[config.mk]
export PLATFORM = sky130hd
export DESIGN_NAME = ram_sp_arbiter
export DESIGN_NICKNAME = d
export VERILOG_FILES = /design/src/rtl/ram_arb_pkg.sv /design/src/rtl/rd_tag_pipe.sv /design/src/rtl/ram_sp_arbiter.sv
export SDC_FILE = /design/constraint.sdc
export NUM_CORES = 1
export LEC_CHECK = 0
export ABC_AREA = 1
export BUFFER_PORTS_ARGS = -buffer_cell sky130_fd_sc_hd__clkbuf_2
export CORE_ASPECT_RATIO = 0.5
export CORE_MARGIN = 1.5
export CORE_UTILIZATION = 44
export CTS_BUF_LIST = sky130_fd_sc_hd__clkbuf_8
export DETAILED_ROUTE_END_ITERATION = 12
export GPL_TIMING_DRIVEN = 0
export HOLD_SLACK_MARGIN = 0.15
export PLACE_DENSITY = 0.75
export SLEW_MARGIN = 20
export SYNTH_ARGS = -nofsm -noshare
export SYNTH_HDL_FRONTEND = slang
export SYNTH_SLANG_ARGS = --single-unit
[constraint.sdc]
create_clock -name clk -period 1.15 [get_ports clk]
set_input_delay 0 -clock clk [delete_from_list [all_inputs] [get_ports clk]]
set_output_delay 0 -clock clk [all_outputs]
set_load 0.02 [all_outputs]
[src/rtl/ram_arb_pkg.sv]
// Shared constants and types for the single-port RAM arbiter.
package ram_arb_pkg;

    localparam int AW = 6;
    localparam int DW = 8;

    typedef enum logic {
        IDLE   = 1'b0,
        ACCESS = 1'b1
    } state_t;

    localparam logic M0 = 1'b0;
    localparam logic M1 = 1'b1;

    // Read-return tag travelling alongside the RAM read latency.
    typedef struct packed {
        logic valid;
        logic id;
    } rd_tag_t;

endpackage

[src/rtl/rd_tag_pipe.sv]
// RD_LAT-deep shift register of read tags {valid, id}; one entry per cycle.
module rd_tag_pipe
    import ram_arb_pkg::*;
#(
    parameter int RD_LAT = 1
) (
    input  logic    clk,
    input  logic    rst,
    input  rd_tag_t tag_in,
    output rd_tag_t tag_out
);

    localparam int SRW = 2 * RD_LAT;

    typedef logic [SRW-1:0] sr_t;

    sr_t sr;

    // Shift left by one tag each cycle; the truncating cast drops the oldest entry.
    always_ff @(posedge clk or posedge rst) begin
        if (rst) begin
            sr <= '0;
        end else begin
            sr <= sr_t'({sr, tag_in});
        end
    end

    assign tag_out = rd_tag_t'(sr[SRW-1 -: 2]);

endmodule

[src/rtl/ram_sp_arbiter.sv]
// Round-robin arbiter/sequencer serialising two masters onto one RAM port.
module ram_sp_arbiter
    import ram_arb_pkg::*;
#(
    parameter int AW     = ram_arb_pkg::AW,
    parameter int DW     = ram_arb_pkg::DW,
    parameter int RD_LAT = 1
) (
    input  logic          clk,
    input  logic          rst,
    input  logic          m0_req,
    input  logic          m0_wr,
    input  logic [AW-1:0] m0_addr,
    input  logic [DW-1:0] m0_wdata,
    output logic          m0_gnt,
    output logic          m0_rvalid,
    output logic [DW-1:0] m0_rdata,
    input  logic          m1_req,
    input  logic          m1_wr,
    input  logic [AW-1:0] m1_addr,
    input  logic [DW-1:0] m1_wdata,
    output logic          m1_gnt,
    output logic          m1_rvalid,
    output logic [DW-1:0] m1_rdata,
    output logic [AW-1:0] ram_addr,
    output logic [DW-1:0] ram_data,
    output logic          ram_wr,
    input  logic [DW-1:0] ram_q
);

    state_t        state, state_d;
    logic          last, last_d;
    logic          win;
    logic          gnt0_d, gnt1_d, wr_d;
    logic [AW-1:0] addr_d;
    logic [DW-1:0] data_d;
    rd_tag_t       tag_in, tag_out;

    // State, round-robin pointer and registered RAM/grant outputs.
    always_ff @(posedge clk or posedge rst) begin
        if (rst) begin
            state    <= IDLE;
            last     <= M1;
            m0_gnt   <= 1'b0;
            m1_gnt   <= 1'b0;
            ram_wr   <= 1'b0;
            ram_addr <= '0;
            ram_data <= '0;
        end else begin
            state    <= state_d;
            last     <= last_d;
            m0_gnt   <= gnt0_d;
            m1_gnt   <= gnt1_d;
            ram_wr   <= wr_d;
            ram_addr <= addr_d;
            ram_data <= data_d;
        end
    end

    // Next state and next outputs: sample requests only in IDLE, pick the winner.
    always_comb begin
        state_d = state;
        last_d  = last;
        win     = M0;
        gnt0_d  = 1'b0;
        gnt1_d  = 1'b0;
        wr_d    = 1'b0;
        addr_d  = ram_addr;
        data_d  = ram_data;
        case (state)
            IDLE: begin
                if (m0_req || m1_req) begin
                    // Under contention the master that did not win last time goes.
                    win     = (m0_req && m1_req) ? ~last : m1_req;
                    last_d  = win;
                    gnt0_d  = (win == M0);
                    gnt1_d  = (win == M1);
                    wr_d    = win ? m1_wr    : m0_wr;
                    addr_d  = win ? m1_addr  : m0_addr;
                    data_d  = win ? m1_wdata : m0_wdata;
                    state_d = ACCESS;
                end
            end
            ACCESS: begin
                state_d = IDLE;
            end
            default: begin
                state_d = IDLE;
            end
        endcase
    end

    // Tag pushed during the access cycle of a read.
    always_comb begin
        tag_in       = '0;
        tag_in.valid = (m0_gnt || m1_gnt) && !ram_wr;
        tag_in.id    = m1_gnt ? M1 : M0;
    end

    rd_tag_pipe #(
        .RD_LAT (RD_LAT)
    ) u_rd_tag_pipe (
        .clk     (clk),
        .rst     (rst),
        .tag_in  (tag_in),
        .tag_out (tag_out)
    );

    // Capture RAM data for the tagged master and pulse its rvalid.
    always_ff @(posedge clk or posedge rst) begin
        if (rst) begin
            m0_rvalid <= 1'b0;
            m1_rvalid <= 1'b0;
            m0_rdata  <= '0;
            m1_rdata  <= '0;
        end else begin
            m0_rvalid <= tag_out.valid && (tag_out.id == M0);
            m1_rvalid <= tag_out.valid && (tag_out.id == M1);
            if (tag_out.valid && (tag_out.id == M0)) begin
                m0_rdata <= ram_q;
            end
            if (tag_out.valid && (tag_out.id == M1)) begin
                m1_rdata <= ram_q;
            end
        end
    end

endmodule

==> impl_metrics.toml, run 1 <==
[detailed_routing]
first_pass_iters = 4
postRouteAntennaNets = 0
viasPerCell = 4.70
vias = 1824
routed_wl_mm = 5.13
first_iter_violations = 54
drc = 0
wl_per_cell_um = 13.2

[place]
port_buffers = 75
dpl.hpwl_mm = 2.72
routabilityCongestion = 0.714

[worst_hold_path]
hold_path_class = "in -> async"

[global_routing]
grt.overflow.total = 0
antenna_found_initial = 0
grt_usage_pct = 21.5
grt_pass1_wl_mm = 7.00
grt_pass1_vias = 1632
grt_max_degree = 25

[pwr]
power_w = 0.00468
cellLeakagePower_nw = 1.62
clkPwrFrac_pct = 19.9
comb_power_share_pct = 37.8
power.switching_w = 0.00181
p_per_area_mw_per_mm2 = 1640
p_int_w = 0.00287
ir_drop_v = 0.000778
pwr-share-seq_pct = 42.3
switching_share_pct = 38.6

[clock_tree]
clk_transition_reported_paths_ns = 0.08
cts_root_buf = "clkbuf_8"
clk_latency_ns = 0.29
cts.path.max_buffers = 2
cts_buffers = 5
htreeDepth = 2
clock-sinks = 39
tritoncts = "built"

[synthesis]
syn-num-nets = 250
synthTopCellsByArea = "dfrtp_1, nand2_1, inv_1"
synth-async-reset-ratio_pct = 100
synthCells = 208
synthFlopType = "dfrtp_1"
synth_top_area_cell = "dfrtp_1"
synth_area_mm2 = 0.00172
yosysUniqueCellTypes = 16
synth.top_cell.area_share_pct = 55.2
yosys_warnings = 0
ys_top_cells_by_count = "nand2_1, inv_1, dfrtp_1, nand3_1, o21ai_0"
yosysMostFrequentCell = "nand2_1"
ys_ff_latch = 39
yosysSeqAreaShare_pct = 56.7
synth-edff-count = 0
synth_area_per_cell_um2 = 8.28

[sta]
rsz0062_at_grt = "true"
drv_slew = 0
fin_crit_sh_pct = 107
tightestPinTransition_ns = 0.454
max_slew_margin_pct = 69.6
fin_ws_ns = -0.0763
skew_ns = 0.00548
fmax_mhz = 815
finalSetupViolCount = 7
finalHoldViolCount = 0
period_needed_ns = 1.23
setup_tns_ns = -0.112

[finish]
drive_gt1_share_pct = 36.2
multi_input_area_um2 = 608
fillCellCount = 244
fin_nets = 378
fin_util_pct = 79.4
diodes = 0
layout-area-overhead-vs-synth_pct = 65.2
regArea_um2 = 977

[critical_path]
end_kind = "flip-flop"
worstSetupPathType = "reg -> reg"
r2r_start = "last$_DFFE_PP1P_"
critPathLaunchType = "flip-flop"
crit_start = "last$_DFFE_PP1P_"
critical_path_arrival_ns = 1.41
worstPathRequired_ns = 1.33
crit_fanout = 5

[die]
core-area_mm2 = 0.00358
fp-row-count = 15
die_h_um = 47.3
start_util_pct = 48.1
dieWidth_um = 91.5
die_area_mm2 = 0.00432
boundaryPins = 77

[run_status]
outcome = "complete, but fails checks"
violations = "negative setup slack"

[run]
max-cap-violations = 0
[final cells by class]
| type | count | area share [%] |
|---|---|---|
| flip-flops and latches | 39 | 34.3 |
| repair buffers | 123 | 31.0 |
| multi-input cells | 119 | 21.4 |
| inverters | 41 | 5.49 |
| clock buffers | 5 | 2.42 |
| plain buffers | 7 | 2.42 |
| well taps | 51 | 2.24 |
| clock inverters | 3 | 0.703 |
[what timing repair did]
item / in CTS / in global routing
hold buffers: 41 / 0
setup endpoints to repair: 20 / 14
resized for setup: 4 / 25
endpoints found under the hold margin: 71 / 0
setup buffers: 2 / 3
gates cloned: 0 / 1
pin swaps: 1 / 12
[metal layers]
layer	share of wire, %	global-route usage [%]	up-vias
li1	-	-	881
met1	38	24.1	844
met2	53	40.3	85
met3	6.6	5.83	14
met4	1.8	11.3	0
met5	0	0	-
[flip-flops by register name (all words and copies together), names as in the netlist]
register,count
m0_rdata,8
m1_rdata,8
ram_data,8
ram_addr,6
u_rd_tag_pipe.tag_out,2
last,1
m0_gnt,1
m0_rvalid,1
m1_gnt,1
m1_rvalid,1
ram_wr,1
state,1
[critical path, stage by stage (launching register included)]
cell	delay (ns)
dfstp_2	0.56
nand2_4	0.07
nand2_4	0.12
clkbuf_16	0.16
nand2_2	0.06
nand3_2	0.08
nand2_1	0.07
[cell families (layout without fill, tap and decap cells)]
kind of cell / Yosys count / in the layout / share of synthesized area (%)
flip-flops: 39 / 39 / 56.7
AND/OR/NAND/NOR: 102 / 102 / 25.3
AO/OA/AOI/OAI: 17 / 17 / 5.30
buffers and inverters: 50 / 179 / 12.6
[path summary, 6_finish.rpt]
| path | cells after the start | end | slack [ns] |
|---|---|---|---|
| worst max-delay path | 6 | ram_data[6]$_DFFE_PP0P_ | -0.08 |
| worst min-delay path | 3 | ram_data[6]$_DFFE_PP0P_ | 0.22 |
| min in group clk | 0 | u_rd_tag_pipe.tag_out[0]$_DFF_PP0_ | 0.41 |
| worst min register to register | 0 | u_rd_tag_pipe.tag_out[0]$_DFF_PP0_ | 0.41 |
| worst max register to register | 6 | ram_data[6]$_DFFE_PP0P_ | -0.08 |
| max in group asynchronous | 4 | m1_rdata[5]$_DFFE_PP0P_ | 0.51 |
[power by group through the flow]
stage	logic, W	clock network, W	registers (W)
5_1_grt	0.00191	0.00102	0.00202
3_5_place_dp	0.00152	0	0.00199
4_1_cts	0.00165	0.000930	0.00197
6_report	0.00177	0.000932	0.00198
3_3_place_gp	0.00148	0	0.00197
2_1_floorplan	0.000500	0	0.00242
[metrics by stage]
step | setup slack [ns] | hold WS, ns | instances | cell area (um2)
2_1_floorplan | 0.0276 | 0.144 | 208 | 1720
3_3_place_gp | -0.188 | 0.246 | 334 | 2160
3_5_place_dp | -0.125 | -0.00777 | 335 | 2190
4_1_cts | 0.0129 | 0.234 | 384 | 2710
5_1_grt | -0.106 | 0.244 | 388 | 2850
6_report | -0.0763 | 0.220 | 388 | 2850
[cells in the final DEF (no fill, tap or decap)]
cell type	count
buf_16	1
nand3_1	21
buf_6	5
nor2_1	7
o21bai_4	1
clkbuf_2	75
nand2_2	8
nand3b_1	1
dlygate4sd3_1	41
inv_1	39
nand2_1	52
clkbuf_4	1
or2_4	1
clkbuf_8	5
dfrtp_1	38
clkinvlp_4	2
nand2_4	2
nand3_2	7
clkinv_2	1
clkbuf_16	1
nor2_4	1
inv_2	1
nor2_2	2
buf_2	1
dfstp_2	1
buf_8	1
o21ai_0	16
buf_4	4
inv_4	1
No activity file was read; power rests on OpenSTA's default activity.
==> inputs of run 2 (changes only) <==
--- a/config.mk
+++ b/config.mk
@@ -11,8 +11,8 @@
 export CORE_MARGIN = 1.5
 export CORE_UTILIZATION = 44
 export CTS_BUF_LIST = sky130_fd_sc_hd__clkbuf_8
+export CTS_CLUSTER_DIAMETER = 40
 export DETAILED_ROUTE_END_ITERATION = 12
-export GPL_TIMING_DRIVEN = 0
 export HOLD_SLACK_MARGIN = 0.15
 export PLACE_DENSITY = 0.75
 export SLEW_MARGIN = 20
==> impl_metrics.toml, run 2 (same netlist as run 1, synthesis figures left out) <==
[run_status]
outcome = "complete, but fails checks"
violations = "negative setup slack"

[die]
die_area_mm2 = 0.00432
fp-row-count = 15
dieWidth_um = 91.5
start_util_pct = 48.1
core-area_mm2 = 0.00358
boundaryPins = 77
die_h_um = 47.3

[critical_path]
path_buf_inv = 1
critical_path_arrival_ns = 1.41
crit_chain = "nand2_4 > buf_8 > nand3b_1 > nand2_1 > nor2_1"
crit_fanout = 8
cpLargestDelayFamily = "flip-flops"
cp_slowest_cell = "dfstp_2"
worstSetupPathType = "reg -> reg"
cp_slowest_stage_delay_ns = 0.56
worstPathRequired_ns = 1.37
end_kind = "flip-flop"
critPathLaunchType = "flip-flop"

[sta]
rsz0062_at_grt = "true"
skew_ns = 0.00419
fin_crit_sh_pct = 103
finalHoldViolCount = 0
period_needed_ns = 1.19
hold_ws_ns = 0.196
fmax_mhz = 843
tightestPinTransition_ns = 0.537
fin_ws_ns = -0.0367
drv_slew = 0
finalSetupViolCount = 2
max_slew_margin_pct = 64.1

[place]
pre_cts_ws_ns = -0.0330
port_buffers = 76
dpl.hpwl_mm = 2.70
routabilityCongestion = 0.728
placedCellCount = 332

[run]
max-cap-violations = 0

[global_routing]
grt_pass1_wl_mm = 7.31
grt_pass1_vias = 1645
antenna_found_initial = 0
grt_max_degree = 19
grt_usage_pct = 22.7
grt.overflow.total = 0

[clock_tree]
cts_root_buf = "clkbuf_8"
tritoncts = "built"
cts.path.max_buffers = 2
clk_transition_reported_paths_ns = 0.08
htreeDepth = 2
clk_latency_ns = 0.29
cts_setup_buffers = 0
cts_buffers = 5
clock-sinks = 39

[detailed_routing]
first_pass_iters = 6
wl_per_cell_um = 13.4
first_iter_violations = 64
routed_wl_mm = 5.09
viasPerCell = 4.78
postRouteAntennaNets = 0
drc = 0
vias = 1816

[finish]
layout-area-overhead-vs-synth_pct = 58.6
fin_util_pct = 76.2
regArea_um2 = 977
multi_input_area_um2 = 559
fillCellCount = 253
fin_nets = 370
top_regs = "m0_rdata: 8 flops, m1_rdata: 8 flops, ram_data: 8 flops"
drive_gt1_share_pct = 29.8
diodes = 0
final_common_cell = "clkbuf_2"
fin_cells = 380
final_cell_mix = "clkbuf_2, nand2_1, inv_1"

[pwr]
p_per_area_mw_per_mm2 = 1770
ir_drop_v = 0.000696
power_w = 0.00485
cellLeakagePower_nw = 1.59

[worst_hold_path]
hold_path_class = "in -> reg"
run 2: final timing paths:
path	from	cells past startpoint	slack, ns	to
min	m0_req	4	0.20	ram_data[1]$_DFFE_PP0P_
max reg2reg	last$_DFFE_PP1P_	5	-0.04	ram_wr$_DFF_PP0_
min reg2reg	ram_wr$_DFF_PP0_	1	0.43	u_rd_tag_pipe.tag_out[1]$_DFF_PP0_
max in group asynchronous	rst	4	0.38	m1_gnt$_DFF_PP0_
max	last$_DFFE_PP1P_	5	-0.04	ram_wr$_DFF_PP0_
min in group asynchronous	rst	3	0.28	m0_gnt$_DFF_PP0_
run 2: what timing repair did:
| item | in CTS | in global routing |
|---|---|---|
| pin swaps | 0 | 2 |
| gates cloned | 0 | 1 |
| hold endpoints to repair | 70 | 0 |
| endpoints found under the setup margin | 16 | 8 |
| gates resized for setup | 2 | 6 |
| hold buffers | 39 | 0 |
run 2: report_power, final:
part           leakage, nW  internal (W)  switching, W
clock               0.0612      0.000702      0.000485
sequential           0.478       0.00176      0.000222
combinational         1.05      0.000632       0.00105
total                 1.59       0.00309       0.00176
run 2: cell type report:
| cell class | instances | share of cell area (%) |
|---|---|---|
| Sequential cell | 39 | 35.8 |
| Timing Repair Buffer | 122 | 31.5 |
| Multi-Input combinational cell | 119 | 20.5 |
| Inverter | 41 | 5.63 |
| Clock buffer | 6 | 3.02 |
| Tap cell | 51 | 2.34 |
| Clock inverter | 2 | 1.28 |
run 2: worst min-delay path: stages:
cell and delay, ns:
clkbuf_2 0.16, o21bai_4 0.16, nand2_1 0.09, nand2_1 0.04
run 2: per-layer routing:
metal	global-route usage, %	vias to the layer above	part of all wire (%)
met2	42.1	96	52
met5	0	-	0
met4	11.3	0	3.8
met3	5.50	23	6.2
li1	-	869	-
met1	26.2	828	38
run 2: stage by stage:
step	setup TNS (ns)	area [um2]
floorplan	0	1720
global placement	0	2160
detailed placement	-0.0952	2160
CTS	0	2680
global route	-0.152	2730
finish	-0.0453	2730
